<file path="src/rtl/sram_d_arbiter.sv">
// Two-master OBI arbiter for the SRAM data port. It uses round-robin or fixed-priority
// selection, holds the request while the slave stalls, and routes responses in order.
module sram_d_arbiter #(
  parameter int MAX_OUTSTANDING = 2,
  parameter bit FIXED_PRIO      = 1'b0,
  parameter int CNT_W           = $clog2(MAX_OUTSTANDING + 1)
) (
  input  logic             clk_i,
  input  logic             rst_i,
  input  logic             m0_req_i,
  output logic             m0_gnt_o,
  input  logic [31:0]      m0_addr_i,
  input  logic             m0_we_i,
  input  logic [3:0]       m0_be_i,
  input  logic [31:0]      m0_wdata_i,
  output logic             m0_rvalid_o,
  output logic [31:0]      m0_rdata_o,
  input  logic             m1_req_i,
  output logic             m1_gnt_o,
  input  logic [31:0]      m1_addr_i,
  input  logic             m1_we_i,
  input  logic [3:0]       m1_be_i,
  input  logic [31:0]      m1_wdata_i,
  output logic             m1_rvalid_o,
  output logic [31:0]      m1_rdata_o,
  output logic             s_req_o,
  input  logic             s_gnt_i,
  output logic [31:0]      s_addr_o,
  output logic             s_we_o,
  output logic [3:0]       s_be_o,
  output logic [31:0]      s_wdata_o,
  input  logic             s_rvalid_i,
  input  logic [31:0]      s_rdata_i,
  output logic [CNT_W-1:0] outstanding_o,
  output logic             err_o
);

  localparam int PTR_W = (MAX_OUTSTANDING > 1) ? $clog2(MAX_OUTSTANDING) : 1;

  logic             live;
  logic             en;
  logic             lock_vld;
  logic             lock_id;
  logic             rr_last;
  logic             err_q;
  logic [CNT_W-1:0] count;
  logic [PTR_W-1:0] head;
  logic [PTR_W-1:0] tail;
  logic             id_mem [MAX_OUTSTANDING];
  logic             head_id;
  logic             pop;
  logic             full_blk;
  logic             sel;
  logic             sel_req;
  logic             accept;

  function automatic logic [PTR_W-1:0] ptr_inc(input logic [PTR_W-1:0] p);
    if (p == PTR_W'(MAX_OUTSTANDING - 1)) return '0;
    return p + PTR_W'(1);
  endfunction

  // Request selection, slave-side mux and response routing
  always_comb begin
    // live keeps every handshake output quiet for the first cycle after reset
    en       = live & ~rst_i;
    pop      = s_rvalid_i & (count != '0);
    full_blk = (count == CNT_W'(MAX_OUTSTANDING)) & ~pop;
    head_id  = id_mem[head];

    sel = 1'b0;
    if (lock_vld)                  sel = lock_id;
    else if (m0_req_i & ~m1_req_i) sel = 1'b0;
    else if (m1_req_i & ~m0_req_i) sel = 1'b1;
    else if (m0_req_i & m1_req_i)  sel = FIXED_PRIO ? 1'b0 : ~rr_last;

    sel_req   = sel ? m1_req_i   : m0_req_i;
    s_req_o   = en & sel_req & ~full_blk;
    s_addr_o  = sel ? m1_addr_i  : m0_addr_i;
    s_we_o    = sel ? m1_we_i    : m0_we_i;
    s_be_o    = sel ? m1_be_i    : m0_be_i;
    s_wdata_o = sel ? m1_wdata_i : m0_wdata_i;

    accept   = s_req_o & s_gnt_i;
    m0_gnt_o = accept & ~sel;
    m1_gnt_o = accept & sel;

    m0_rvalid_o = en & pop & ~head_id;
    m1_rvalid_o = en & pop & head_id;
    m0_rdata_o  = m0_rvalid_o ? s_rdata_i : '0;
    m1_rdata_o  = m1_rvalid_o ? s_rdata_i : '0;

    outstanding_o = count;
    err_o         = err_q;
  end

  // Control state: FIFO pointers/count, lock, round-robin, error flag
  always_ff @(posedge clk_i) begin
    if (rst_i) begin
      live     <= 1'b0;
      count    <= '0;
      head     <= '0;
      tail     <= '0;
      lock_vld <= 1'b0;
      rr_last  <= 1'b1;
      err_q    <= 1'b0;
    end else begin
      live <= 1'b1;
      if (s_req_o & ~s_gnt_i) lock_vld <= 1'b1;
      else if (accept)        lock_vld <= 1'b0;
      if (accept) begin
        rr_last <= sel;
        tail    <= ptr_inc(tail);
      end
      if (pop) head <= ptr_inc(head);
      if (s_rvalid_i & (count == '0)) err_q <= 1'b1;
      case ({accept, pop})
        2'b10:   count <= count + CNT_W'(1);
        2'b01:   count <= count - CNT_W'(1);
        default: count <= count;
      endcase
    end
  end

  // ID storage and locked master index carry no reset; they are qualified by count/lock_vld
  always_ff @(posedge clk_i) begin
    if (s_req_o & ~s_gnt_i) lock_id <= sel;
    if (accept) id_mem[tail] <= sel;
  end

endmodule

</file>
<file path="config.mk">
export PLATFORM = sky130hd
export DESIGN_NAME = sram_d_arbiter
export DESIGN_NICKNAME = d
export VERILOG_FILES = /design/src/rtl/sram_d_arbiter.sv
export SDC_FILE = /design/constraint.sdc
export NUM_CORES = 1
export LEC_CHECK = 0
export CAP_MARGIN = 20
export CORE_AREA = 2 2 122 124
export DETAILED_ROUTE_END_ITERATION = 7
export DIE_AREA = 0 0 124 126
export DONT_BUFFER_PORTS = 1
export GPL_ROUTABILITY_DRIVEN = 0
export GPL_TIMING_DRIVEN = 1
export PLACE_DENSITY = 0.3
export SKIP_CTS_REPAIR_TIMING = 1
export SYNTH_ARGS = -nofsm -noshare
export SYNTH_HDL_FRONTEND = slang
export SYNTH_SLANG_ARGS = --single-unit
</file>
<file path="constraint.sdc">
create_clock -name clk_i -period 3 [get_ports clk_i]
set_input_delay 0.6 -clock clk_i [delete_from_list [all_inputs] [get_ports clk_i]]
set_output_delay 0.6 -clock clk_i [all_outputs]
set_load 0.03 [all_outputs]
</file>
==> results.json, run 1 <==
{
  "synth_cells": 206,
  "ant_nets": 0,
  "synth_area_leader_cell": "mux2_2",
  "ios": 317,
  "synth_nets": 383,
  "fin_tns_setup_ns": 0,
  "grt_use_met3": 0.0358,
  "powerDensity_nw_per_um2": 452,
  "drc": 0,
  "synthXorXnorAreaFrac": 0.0144,
  "endpoint_kind": "primary output",
  "cp_cell_sequence": "nor2_1 > and2b_1 > and4_1 > buf_4 > and2_1",
  "finalHoldViolCount": 0,
  "status": "finished clean",
  "path_max_fanout": 33,
  "nets": 381,
  "crit_buf_inv": 1,
  "wl_microns": 6500,
  "root_buffer": "clkbuf_16",
  "diodes": 0,
  "rows": 44,
  "finalSetupViolations": 0,
  "power.leakage_nw": 0.782,
  "max_clock_freq_mhz": 374,
  "clock_skew_ns": 0.00137,
  "cts.clk_slew.worst_paths_ns": 0.04,
  "wl_per_cell_microns": 16.8,
  "slew_violations": 0,
  "antenna_found_initial": 5,
  "via_per_inst": 4.23,
  "die-area_sq_um": 15600,
  "dieHeight_microns": 126,
  "synth_top_area_share": 0.426,
  "synth_cell_types": 31,
  "worst_slack_ns": 0.324,
  "ir_drop_v": 0.000182,
  "timing.final.crit_share": 0.892,
  "path_delay_family": "simple AND/OR/NAND/NOR gates",
  "vias": 1636,
  "synthSimpleGateAreaFrac": 0.308,
  "synthAdderAreaFrac": 0.00686,
  "cts.path.max_buffers": 2,
  "die_w_microns": 124,
  "worstSetupStartpointType": "flop",
  "worst_pin_slew_ns": 0.395,
  "yosysSeqAreaShare": 0.148,
  "h-tree-depth": 1,
  "dp.cells": 383,
  "required_ns": 2.40,
  "synth-compound-area-share": 0.0371,
  "arrival_ns": 2.08,
  "grt_util_met2": 0.116,
  "grt.total_usage": 0.0693,
  "grt_start_max_net_pins": 70,
  "period_needed_ns": 2.68,
  "grt_pass1_vias": 1443,
  "hp-class": "primary input to flop",
  "overflow": 0,
  "synth_top_family_by_area": "multiplexers",
  "synth_area_per_cell_sq_um": 8.85,
  "dp_slack_ns": 0.483,
  "yosysWarningCount": 0,
  "insertion_delay_ns": 0.24,
  "cts_made_buffers": 3,
  "yosys_register_bits": 12,
  "drtIter0Drc": 37,
  "slew_headroom": 0.736,
  "clkSinkCount": 12,
  "io_buffers": 0,
  "dp_hpwl_microns": 5890,
  "synth.area.mux_share": 0.432,
  "syn_to_final_growth_pct": 17.2,
  "final_cell_count_no_fill": 387,
  "fillers": 1612,
  "drive_gt1_frac": 0.429,
  "busiest_layer": "met2",
  "grt_pass1_wl_microns": 8060,
  "cts_tree": "yes",
  "crit_type": "flop to primary output",
  "start_util": 0.127,
  "slowest_delay_ns": 0.55,
  "p_total_w": 0.000966,
  "netlist_area_sq_um": 1820,
  "utilization": 0.149,
  "drv_cap": 0,
  "rsz0062_at_grt": "false",
  "core_area_sq_um": 14300,
  "cp_slowest_cell": "dfxtp_1",
  "synth.area.top_cells": "mux2_2 43%, and2_1 22%, dfxtp_1 9.9%",
  "grtUsageMet1": 0.0812,
  "firstDrtPassIters": 3
}
## cells in the mapped netlist
library cell	instances
xnor2_1	2
a211oi_1	1
o22ai_2	1
nand2_1	5
and2_1	64
and4_1	1
nor3b_1	1
and2b_2	1
nor4_1	1
or3_1	1
o21a_1	1
ha_1	1
nor3_1	4
buf_4	7
dfxtp_1	9
xor2_1	1
o21ai_0	2
o211ai_1	1
a21oi_1	3
buf_2	3
and4bb_2	1
mux2_2	69
a22oi_1	1
mux2i_1	1
nor2_1	9
edfxtp_1	3
clkbuf_1	5
and2b_1	1
inv_1	3
and3b_1	1
or3_4	2
## cells in the final DEF, fill, tap and decap left out, drive strengths merged
cell type | netlist | final
o22ai | 1 | 1
nor3b | 1 | 1
inv | 3 | 3
and4bb | 1 | 1
nand2 | 5 | 5
o21ai | 2 | 2
nor2 | 9 | 9
nor3 | 4 | 4
mux2 | 69 | 69
and3b | 1 | 1
and4 | 1 | 1
and2 | 64 | 64
mux2i | 1 | 1
clkbuf | 5 | 4
and2b | 2 | 2
dfxtp | 9 | 9
or3 | 3 | 3
xor2 | 1 | 1
o211ai | 1 | 1
xnor2 | 2 | 2
ha | 1 | 1
buf | 10 | 8
edfxtp | 3 | 3
a21oi | 3 | 3
a211oi | 1 | 1
a22oi | 1 | 1
o21a | 1 | 1
nor4 | 1 | 1
## layout make-up
class | instances | area, sq um | area share
clock buffers | 4 | 88.8 | 0.0416
inverters | 3 | 11.3 | 0.00527
multi-input cells | 176 | 1460 | 0.685
flip-flops and latches | 12 | 270 | 0.126
well taps | 184 | 230 | 0.108
repair buffers | 8 | 72.6 | 0.0340
## where the power goes
part	total, W	switching [W]	internal, W
clock	0.000269	0.0000679	0.000201
sequential	0.000200	0.0000183	0.000182
combinational	0.000496	0.000343	0.000154
total	0.000966	0.000429	0.000537
## worst paths after layout
path	startpoint	endpoint	slack, ns	cells after the start
setup reg to reg	outstanding_o[1]	outstanding_o[1]	0.64	6
hold reg to reg	head	head	0.51	2
hold / removal	rst_i	outstanding_o[0]	0.43	1
setup / recovery	outstanding_o[1]	m0_rdata_o[10]	0.32	5
## routing by layer
metal	vias up	routed length, microns
li1	707	-
met1	733	2350
met2	172	3250
met3	14	809
met4	10	36
met5	-	63
## sequential cells by signal, summed over array words and instances (netlist names), named ones only
| signal | flops |
|---|---|
| lock_id | 1 |
| id_mem | 2 |
| tail | 1 |
| lock_vld | 1 |
| live | 1 |
| rr_last | 1 |
| outstanding_o | 2 |
| err_o | 1 |
| head | 1 |
## stage by stage
stage	instance area [sq um]	hold WS [ns]
5_1_grt	2140	0.420
3_3_place_gp	2040	0.501
4_1_cts	2130	0.423
3_5_place_dp	2040	0.499
2_1_floorplan	1820	0.476
6_report	2140	0.429
## logic make-up after synthesis
family	Yosys count
AND/OR/NAND/NOR	92
multiplexers	70
buffers and inverters	18
flip-flops	12
AO/OA/AOI/OAI	10
XOR/XNOR	3
adder cells (fa/ha/maj)	1
Power figures use the tool's default switching activity.
==> run 2: changes to the inputs <==
- CELL_PAD_IN_SITES_DETAIL_PLACEMENT: unset -> 1
- CELL_PAD_IN_SITES_GLOBAL_PLACEMENT: unset -> 1
- PLACE_DENSITY: 0.3 -> 0.38
- clock period: 3 -> 3.34 ns (I/O delays scaled with it)
==> results.json, run 2 (synthesis results as in run 1) <==
{
  "path_max_fanout": 33,
  "finalSetupViolations": 0,
  "wl_microns": 6940,
  "die_w_microns": 124,
  "drive_gt1_frac": 0.423,
  "r2r_cells": 6,
  "die-area_sq_um": 15600,
  "p_total_w": 0.000874,
  "path_delay_family": "simple AND/OR/NAND/NOR gates",
  "dp_hpwl_microns": 6240,
  "grt_pass1_vias": 1466,
  "vias": 1617,
  "wl_met1_microns": 2740,
  "cts_tree": "yes",
  "wl_met3_microns": 769,
  "slowest_delay_ns": 0.66,
  "required_ns": 2.67,
  "drv_cap": 0,
  "grt.total_usage": 0.0725,
  "status": "finished clean",
  "hold_start": "rst_i",
  "via_per_inst": 4.19,
  "timing.rr.end": "outstanding_o[1]",
  "start_util": 0.127,
  "max_clock_freq_mhz": 341,
  "overflow": 0,
  "crit_buf_inv": 0,
  "final_cell_mix": "69 x mux2_2, 64 x and2_1, 9 x nor2_1, 9 x dfxtp_1",
  "clkPwrFrac": 0.278,
  "cp_cell_sequence": "nor2_1 > and2b_1 > and4bb_2 > and2_1",
  "syn_to_final_growth_pct": 16.3,
  "worst_pin_slew_ns": 0.653,
  "wl_met2_microns": 3330,
  "dp_slack_ns": 0.659,
  "nets": 379,
  "period_needed_ns": 2.93,
  "ant_nets": 0,
  "core_area_sq_um": 14300,
  "wl_per_cell_microns": 18.0,
  "grt_start_max_net_pins": 72,
  "clock_skew_ns": 0.00633,
  "fin_tns_setup_ns": 0,
  "hold_end": "outstanding_o[1]",
  "rsz0062_at_grt": "false",
  "firstDrtPassIters": 4,
  "endpoint_kind": "primary output",
  "top_layer": "met4",
  "root_buffer": "clkbuf_16",
  "slew_violations": 0,
  "crit_type": "flop to primary output",
  "power.leakage_nw": 0.772,
  "timing.final.crit_share": 0.877,
  "cp_slowest_cell": "and4bb_2",
  "seqPwrFrac": 0.202,
  "cts.path.max_buffers": 2,
  "dieHeight_microns": 126,
  "worst-r2r-setup-slack_ns": 0.96,
  "final_common_cell": "mux2_2",
  "cts.clk_slew.worst_paths_ns": 0.05,
  "ir_drop_v": 0.000160,
  "finalHoldViolCount": 0,
  "worstSetupStartpointType": "flop",
  "intPower_w": 0.000481,
  "rows": 44,
  "powerDensity_nw_per_um2": 412,
  "drc": 0,
  "drtIter0Drc": 64,
  "worstHoldPathCells": 1,
  "io_buffers": 0,
  "cts_made_buffers": 3,
  "hp-class": "primary input to flop",
  "clkSinkCount": 12,
  "grt_pass1_wl_microns": 8530,
  "slew_headroom": 0.562,
  "insertion_delay_ns": 0.24,
  "regToRegStartpoint": "lock_id",
  "h-tree-depth": 1,
  "antenna_found_initial": 1,
  "ios": 317,
  "arrival_ns": 2.26,
  "switchingPower_w": 0.000394,
  "worst_slack_ns": 0.410,
  "power_frac_comb": 0.520,
  "swShare": 0.450
}
run 2: layout make-up:
cell class              instances  area, sq um
inverters                       3         11.3
fillers                      1693        12200
flip-flops and latches         12          270
multi-input cells             176         1460
well taps                     184          230
clock buffers                   4         88.8
repair buffers                  6         57.6
diodes                          1         2.50
run 2: metrics by stage:
step / hold WS (ns) / area, sq um / instances / utilization
3_3_place_gp: 0.498 / 2030 / 381 / 0.142
4_1_cts: 0.490 / 2120 / 385 / 0.148
6_report: 0.495 / 2120 / 386 / 0.148
2_1_floorplan: 0.476 / 1820 / 206 / -
3_5_place_dp: 0.507 / 2030 / 381 / 0.142
5_1_grt: 0.485 / 2120 / 386 / 0.148
run 2: worst register-to-register path, delay by kind of cell, from the launching register on:
family | cells | cell delay [ns]
adder cells (fa/ha/maj) | 1 | 0.33
AND/OR/NAND/NOR | 4 | 1.40
flip-flops | 1 | 0.43
AO/OA/AOI/OAI | 1 | 0.15
run 2: power groups by stage:
stage / combinational (W) / sequential (W) / clock [W]
global route: 0.000475 / 0.000178 / 0.000263
detailed placement: 0.000454 / 0.000179 / 0
floorplan: 0.000415 / 0.000184 / 0
finish: 0.000454 / 0.000177 / 0.000243
CTS: 0.000455 / 0.000177 / 0.000251
global placement: 0.000454 / 0.000179 / 0
run 2: layer usage:
metal	vias to the layer above	track usage
li1	699	-
met1	738	0.0935
met2	176	0.122
met3	4	0.0186
met4	0	0.0152
met5	-	0
run 2: worst max path at each step:
stage,start,depth (start not counted),end
4_1_cts,outstanding_o[1],4,m1_rdata_o[2]
2_1_floorplan,m1_req_i,6,m0_gnt_o
5_1_grt,outstanding_o[1],4,m1_rdata_o[11]
3_5_place_dp,outstanding_o[1],4,m1_rdata_o[2]
6_report,outstanding_o[1],4,m1_rdata_o[2]
3_3_place_gp,outstanding_o[1],4,m1_rdata_o[6]
